### config.mk
export PLATFORM = sky130hd
export DESIGN_NAME = dec_trigger_csr
export DESIGN_NICKNAME = d
export VERILOG_FILES = /design/src/rtl/swerv_types.sv /design/src/rtl/dec_trig_chain.sv /design/src/rtl/dec_trigger_csr.sv
export SDC_FILE = /design/constraint.sdc
export NUM_CORES = 1
export LEC_CHECK = 0
export CAP_MARGIN = 20
export CORE_AREA = 3 3 175 134
export DETAILED_ROUTE_END_ITERATION = 16
export DIE_AREA = 0 0 178 137
export MAX_ROUTING_LAYER = met4
export PLACE_DENSITY = 0.74
export SETUP_SLACK_MARGIN = 0.3
export SYNTH_ARGS = -nofsm -noshare
export SYNTH_HDL_FRONTEND = slang
export SYNTH_HIERARCHICAL = 1
export SYNTH_SLANG_ARGS = --single-unit
### constraint.sdc
create_clock -name clk -period 5.25 [get_ports clk]
set_clock_uncertainty 0.1 [all_clocks]
set_input_delay 0.7875 -clock clk [delete_from_list [all_inputs] [get_ports clk]]
set_output_delay 0.7875 -clock clk [all_outputs]
set_load 0.005 [all_outputs]
### src/rtl/swerv_types.sv
// Shared types for the debug-trigger CSR block: decode-stage trigger packet,
// stored mcontrol fields, CSR addresses and tdata1 bit positions.
// Optional: SWERV_TRIG_TIMING_EN adds a stored timing bit to mcontrol_t.
package swerv_types;

    typedef struct packed {
        logic        select;
        logic        match;
        logic        store;
        logic        load;
        logic        execute;
        logic        m;
        logic [31:0] tdata2;
    } trigger_pkt_t;

    typedef struct packed {
        logic dmode;
        logic hit;
        logic select;
`ifdef SWERV_TRIG_TIMING_EN
        logic timing;
`endif
        logic action;
        logic chain;
        logic match;
        logic m;
        logic execute;
        logic store;
        logic load;
    } mcontrol_t;

    localparam logic [11:0] CSR_TSELECT = 12'h7A0;
    localparam logic [11:0] CSR_TDATA1  = 12'h7A1;
    localparam logic [11:0] CSR_TDATA2  = 12'h7A2;

    localparam int TD1_DMODE   = 27;
    localparam int TD1_HIT     = 20;
    localparam int TD1_SELECT  = 19;
    localparam int TD1_TIMING  = 18;
    localparam int TD1_ACTION  = 12;
    localparam int TD1_CHAIN   = 11;
    localparam int TD1_MATCH   = 7;
    localparam int TD1_M       = 6;
    localparam int TD1_EXECUTE = 2;
    localparam int TD1_STORE   = 1;
    localparam int TD1_LOAD    = 0;

endpackage

### src/rtl/dec_trig_chain.sv
// Chain qualification for one trigger pair: when chained, each trigger of
// the pair fires only if its partner matched on the same instruction.
module dec_trig_chain (
    input  logic [1:0] q_i,
    input  logic       chain_i,
    output logic [1:0] fire_o
);

    // Purely combinational pair qualification
    always_comb begin
        fire_o[0] = q_i[0] & (~chain_i | q_i[1]);
        fire_o[1] = q_i[1] & (~chain_i | q_i[0]);
    end

endmodule

### src/rtl/dec_trigger_csr.sv
// Debug-trigger CSR holder: tselect/tdata1/tdata2, decode-stage trigger
// packets, chain-qualified fire and hit recording.
// Optional: SWERV_TRIG_TIMING_EN adds a per-trigger timing bit that delays
// fire/hit/action by one extra cycle.
module dec_trigger_csr
    import swerv_types::*;
#(
    parameter int          NUM_TRIG    = 4,
    parameter logic [3:0]  TDATA1_TYPE = 4'd2
) (
    input  logic                         clk,
    input  logic                         rst,
    input  logic                         dbg_mode,
    input  logic                         csr_wen,
    input  logic [11:0]                  csr_addr,
    input  logic [31:0]                  csr_wdata,
    output logic [31:0]                  csr_rdata,
    output logic                         csr_trig_hit,
    input  logic                         trig_match_valid,
    input  logic [NUM_TRIG-1:0]          trig_match,
    output trigger_pkt_t [NUM_TRIG-1:0]  trigger_pkt_any,
    output logic [NUM_TRIG-1:0]          trig_fire_r,
    output logic                         trig_action_dbg_r
);

    logic [1:0]          tsel_q, tsel_d;
    mcontrol_t           mc_q   [NUM_TRIG];
    mcontrol_t           mc_d   [NUM_TRIG];
    logic [31:0]         td2_q  [NUM_TRIG];
    logic [31:0]         td2_d  [NUM_TRIG];
    logic [NUM_TRIG-1:0] fire_q, fire_d;
    logic                act_q, act_d;

    logic [NUM_TRIG-1:0] q_vec, fire, hit_set, chain_v, action_v;
    logic                sel_locked, partner_locked;

    // Full tdata1 read view built from the stored fields
    function automatic logic [31:0] td1_view(input mcontrol_t mc);
        logic [31:0] v;
        v = '0;
        v[31:28]       = TDATA1_TYPE;
        v[26:21]       = 6'h1F;
        v[TD1_DMODE]   = mc.dmode;
        v[TD1_HIT]     = mc.hit;
        v[TD1_SELECT]  = mc.select;
`ifdef SWERV_TRIG_TIMING_EN
        v[TD1_TIMING]  = mc.timing;
`endif
        v[TD1_ACTION]  = mc.action;
        v[TD1_CHAIN]   = mc.chain;
        v[TD1_MATCH]   = mc.match;
        v[TD1_M]       = mc.m;
        v[TD1_EXECUTE] = mc.execute;
        v[TD1_STORE]   = mc.store;
        v[TD1_LOAD]    = mc.load;
        return v;
    endfunction

    assign q_vec = trig_match & {NUM_TRIG{trig_match_valid}};

    // Flatten per-trigger chain/action bits for the pair qualifiers
    always_comb begin
        for (int i = 0; i < NUM_TRIG; i++) begin
            chain_v[i]  = mc_q[i].chain;
            action_v[i] = mc_q[i].action;
        end
    end

    genvar gp;
    generate
        for (gp = 0; gp < NUM_TRIG / 2; gp++) begin : g_pair
            dec_trig_chain u_chain (
                .q_i     (q_vec[2*gp+1 -: 2]),
                .chain_i (chain_v[2*gp]),
                .fire_o  (fire[2*gp+1 -: 2])
            );
        end
    endgenerate

`ifdef SWERV_TRIG_TIMING_EN
    logic [NUM_TRIG-1:0] timing_v, pend_q;

    // Triggers with timing=1 wait in a second stage before taking effect
    always_comb begin
        for (int i = 0; i < NUM_TRIG; i++) timing_v[i] = mc_q[i].timing;
        hit_set = (fire & ~timing_v) | pend_q;
    end

    // Delayed-fire holding stage
    always_ff @(posedge clk) begin
        if (rst) pend_q <= '0;
        else     pend_q <= fire & timing_v;
    end
`else
    assign hit_set = fire;
`endif

    assign sel_locked     = mc_q[tsel_q].dmode & ~dbg_mode;
    assign partner_locked = mc_q[tsel_q | 2'd1].dmode & ~dbg_mode;

    // Next-state: CSR writes to the selected trigger, then hit recording
    always_comb begin
        tsel_d = tsel_q;
        for (int i = 0; i < NUM_TRIG; i++) begin
            mc_d[i]  = mc_q[i];
            td2_d[i] = td2_q[i];
        end
        if (csr_wen) begin
            case (csr_addr)
                CSR_TSELECT: tsel_d = csr_wdata[1:0];
                CSR_TDATA1: if (!sel_locked) begin
                    mc_d[tsel_q].dmode   = csr_wdata[TD1_DMODE] & dbg_mode;
                    mc_d[tsel_q].hit     = csr_wdata[TD1_HIT];
                    mc_d[tsel_q].select  = csr_wdata[TD1_SELECT];
`ifdef SWERV_TRIG_TIMING_EN
                    mc_d[tsel_q].timing  = csr_wdata[TD1_TIMING];
`endif
                    mc_d[tsel_q].action  = csr_wdata[TD1_ACTION];
                    // Only the even trigger of a pair owns the chain bit, and
                    // it cannot chain onto a locked debug-mode partner.
                    mc_d[tsel_q].chain   = csr_wdata[TD1_CHAIN] & ~tsel_q[0] & ~partner_locked;
                    mc_d[tsel_q].match   = csr_wdata[TD1_MATCH];
                    mc_d[tsel_q].m       = csr_wdata[TD1_M];
                    mc_d[tsel_q].execute = csr_wdata[TD1_EXECUTE];
                    mc_d[tsel_q].store   = csr_wdata[TD1_STORE];
                    mc_d[tsel_q].load    = csr_wdata[TD1_LOAD];
                end
                CSR_TDATA2: if (!sel_locked) td2_d[tsel_q] = csr_wdata;
                default: ;
            endcase
        end
        // A fire in the same cycle beats a CSR write clearing hit
        for (int i = 0; i < NUM_TRIG; i++)
            mc_d[i].hit = mc_d[i].hit | hit_set[i];
        fire_d = hit_set;
        act_d  = |(hit_set & action_v);
    end

    // State registers with synchronous reset
    always_ff @(posedge clk) begin
        if (rst) begin
            tsel_q <= '0;
            fire_q <= '0;
            act_q  <= 1'b0;
            for (int i = 0; i < NUM_TRIG; i++) begin
                mc_q[i]  <= '0;
                td2_q[i] <= '0;
            end
        end else begin
            tsel_q <= tsel_d;
            fire_q <= fire_d;
            act_q  <= act_d;
            for (int i = 0; i < NUM_TRIG; i++) begin
                mc_q[i]  <= mc_d[i];
                td2_q[i] <= td2_d[i];
            end
        end
    end

    assign trig_fire_r       = fire_q;
    assign trig_action_dbg_r = act_q;

    // CSR read mux, pre-edge values only
    always_comb begin
        csr_trig_hit = 1'b1;
        csr_rdata    = '0;
        case (csr_addr)
            CSR_TSELECT: csr_rdata = {30'b0, tsel_q};
            CSR_TDATA1:  csr_rdata = td1_view(mc_q[tsel_q]);
            CSR_TDATA2:  csr_rdata = td2_q[tsel_q];
            default:     csr_trig_hit = 1'b0;
        endcase
    end

    // Decode-stage packets; access types are suppressed in debug mode
    always_comb begin
        for (int i = 0; i < NUM_TRIG; i++) begin
            trigger_pkt_any[i].select  = mc_q[i].select;
            trigger_pkt_any[i].match   = mc_q[i].match;
            trigger_pkt_any[i].store   = mc_q[i].store   & ~dbg_mode;
            trigger_pkt_any[i].load    = mc_q[i].load    & ~dbg_mode;
            trigger_pkt_any[i].execute = mc_q[i].execute & ~dbg_mode;
            trigger_pkt_any[i].m       = mc_q[i].m;
            trigger_pkt_any[i].tdata2  = td2_q[i];
        end
    end

endmodule

==> results.yml <==
synthesis:
  synth_area_sq_um: 8730
  synthesis.nets: 854
  ys_seq_area_share_pct: 40.6
  synthMuxAreaShare_pct: 29.8
  synth_cells: 801
  ys_types: 42
  yosys.area.top_type_share_pct: 40.6
  synth_xor_xnor_area_share_pct: 0
  post-synth-top-count-cell: "nand2b_1"
  synth_top_family_by_area: "multiplexers"
  synth_simple_gate_area_share_pct: 19.4
  synth-async-reset-ratio_pct: 0
  synth_compound_area_share_pct: 3.05
  ys_ff_latch: 177
  synthAdderAreaFrac_pct: 0
  synthTopCellsByCount: "195 x nand2b_1, 177 x dfxtp_1, 165 x mux2i_1"
  yosysTopAreaCell: "dfxtp_1"
  netlist_top_cells_area: "dfxtp_1 41%, mux2i_1 19%, nand2b_1 14%"
  ys_dominant_reg_cell: "dfxtp_1"
  synth.avg_cell_area_sq_um: 10.9
  synth_edf_count: 0
  ys_warn_count: 6
power_and_ir_drop:
  p_seq_share_pct: 49.0
  clkPwrFrac_pct: 46.3
  p_leak_nw: 4.68
  internal_power_w: 0.00213
  swShare_pct: 22.6
  powerDensity_nw_per_um2: 236
  switchingPower_w: 0.000620
  vdd_drop_max_mv: 0.167
  p_comb_share_pct: 4.7
sta:
  rsz0062_at_grt: "no"
  finalCritPeriodShare_pct: 85.1
  setup_viol: 0
  tightest_slew_ns: 1.05
  max_freq_ghz: 0.224
  slew_headroom_pct: 30.1
  timing.final.crit_period_ns: 4.47
  hold_violations: 0
  finalMaxSlewViolations: 0
  setup_tns_ns: 0
global_routing:
  grt_pass1_vias: 6671
  grt_antenna_before_repair: 0
  grt_overflow: 0
  grt_max_degree: 120
  grtUsageTotal_pct: 21.1
  grt_pass1_wl_mm: 38.4
critical_path:
  r2r_end: "td2_q[1][11]$_SDFFE_PP0P_"
  cp_common_cell: "clkdlybuf4s50_1"
  worstPathArrival_ns: 3.58
  start_kind: "primary input"
  path_class: "in -> out"
  cp.required_ns: 4.36
  critPathBufInv: 3
  path_depth: 7
  critical_path.max_stage_delay_ns: 0.81
  worst_path_max_delay_cell: "or3b_1"
  crit_family: "simple AND/OR/NAND/NOR gates"
  cp_max_fo: 18
  endpoint_kind: "output port"
  worstRegToRegCells: 5
  crit_chain: "clkdlybuf4s50_1, and4bb_2, nand3_1, or3b_1, buf_4, nor2b_1, clkdlybuf4s50_1"
  r2r_setup_slack_ns: 2.16
worst_hold_path:
  min_to: "mc_q[1][8]$_SDFF_PP0_"
  hold_class: "reg -> reg"
  hold_path_depth: 2
  holdCritStartpoint: "mc_q[1][8]$_SDFF_PP0_"
clock_tree:
  hold_buffers: 0
  cts.clk_slew.worst_paths_ns: 0.06
  cts_resized: 0
  cts_max_path_buffers: 2
  root_buffer: "clkbuf_16"
  cts-buffers-inserted: 17
  cts_tree: "done"
  clk_latency_ns: 0.42
  cts_setup_buffers: 0
  cts-htree-levels: 4
  clock_sinks: 177
layout:
  finalNonFillerCells: 1295
  synthToLayoutAreaGrowth_pct: 33.4
  finalInstanceArea_sq_um: 11600
  drive_gt1_share_pct: 8.89
  diodes: 0
  layout.nets: 1041
die:
  io_pins: 243
  dieArea_sq_um: 24400
  die_h_um: 137
  start_util_pct: 39.8
  core_sq_um: 21900
  die_w_um: 178
  rows: 47
routing:
  drc_errors: 0
  vias: 6537
  wl_per_cell_um: 19.3
  first_pass_iters: 5
  postRouteAntennaNets: 0
  wl_mm: 25.0
  vias_per_cell: 5.05
  drtIter0Drc: 471
flow_run:
  cap_viol_max_count: 0
run_status:
  status: "finished clean"
placed_design:
  gp_congestion: 0.810
  hpwl_mm: 17.3
  place_area_sq_um: 11100
  port_buffers: 242
  dp_cells: 1263
placed cells by master, fill, tap and decap left out, types with 2 or more instances in the layout:
cell,Yosys,routed
nand2b_1,195,195
nand2_1,4,4
nand4_1,3,3
inv_6,0,3
nand3_4,2,2
bufinv_16,0,2
clkdlybuf4s50_1,0,241
clkinv_4,0,3
mux2i_1,165,165
nor2b_1,33,33
a41oi_1,3,3
a221oi_1,2,2
clkbuf_16,0,17
and4_1,2,2
nand3_1,4,4
a22oi_1,2,2
clkbuf_1,29,2
o41ai_1,4,4
inv_1,28,28
clkinv_2,0,2
nor2_1,6,6
inv_8,0,2
dfxtp_1,177,175
o22ai_1,8,8
a21oi_1,12,12
and3b_1,4,4
and2_1,4,4
mux4_2,41,41
o21ai_1,6,6
buf_4,20,8
metal layers:
layer	track usage [%]	part of all wire, %
met1	28.1	47
met2	32.2	44
met3	5.68	7.4
met4	4.40	1.2
met5	-	0
how the worst max path moves through the flow:
stage                            from             to  slack, ns
after global placement    csr_addr[6]  csr_rdata[18]       0.88
final                     csr_addr[6]  csr_rdata[10]       0.78
after global routing      csr_addr[8]  csr_rdata[10]       0.63
after floorplan           csr_addr[6]  csr_rdata[23]       2.38
after detailed placement  csr_addr[6]   csr_rdata[9]       0.80
after CTS                 csr_addr[6]  csr_rdata[10]       0.80
registers in the layout, indices dropped and copies added (netlist names), named ones only:
name and count:
trig_action_dbg_r 1, tsel_q 2, td2_q 128, mc_q 40, trig_fire_r 4
cell families after synthesis:
| logic type | after synthesis |
|---|---|
| AOI/OAI and AO/OA | 41 |
| buffers and inverters | 109 |
| DFF | 177 |
| muxes | 208 |
| and+or+nand+nor | 266 |
stage by stage:
step	worst slack, ns	util [%]	hold WS, ns	power (W)
3_5_place_dp	0.799	50.4	0.353	0.00151
6_report	0.785	53.1	0.367	0.00275
4_1_cts	0.798	53.1	0.362	0.00278
3_3_place_gp	0.881	50.4	0.348	0.00150
5_1_grt	0.627	53.1	0.378	0.00284
2_1_floorplan	2.38	-	0.335	0.00145
worst register-to-register path, cell delays in order (launching register included):
cell and delay (ns):
dfxtp_2 0.90, mux2i_1 0.42, o22a_2 0.38, nand3_2 0.57, buf_4 0.46, mux2i_1 0.14
cell type report:
cell class                      instances  area [sq um]
Multi-Input combinational cell        515          4560
Inverter                               28           105
Sequential cell                       177          3550
Tap cell                              294           368
Clock inverter                         13           153
Fill cell                            1900         10300
Timing Repair Buffer                  249          2470
Clock buffer                           19           433
power by group through the flow:
stage                     Combinational [W]  Sequential (W)  Clock (W)
final                              0.000129         0.00135    0.00127
after floorplan                   0.0000699         0.00138          0
after CTS                          0.000129         0.00135    0.00130
after detailed placement           0.000129         0.00138          0
after global placement             0.000128         0.00138          0
after global routing               0.000140         0.00135    0.00135
No activity file was read; power rests on OpenSTA's default activity.
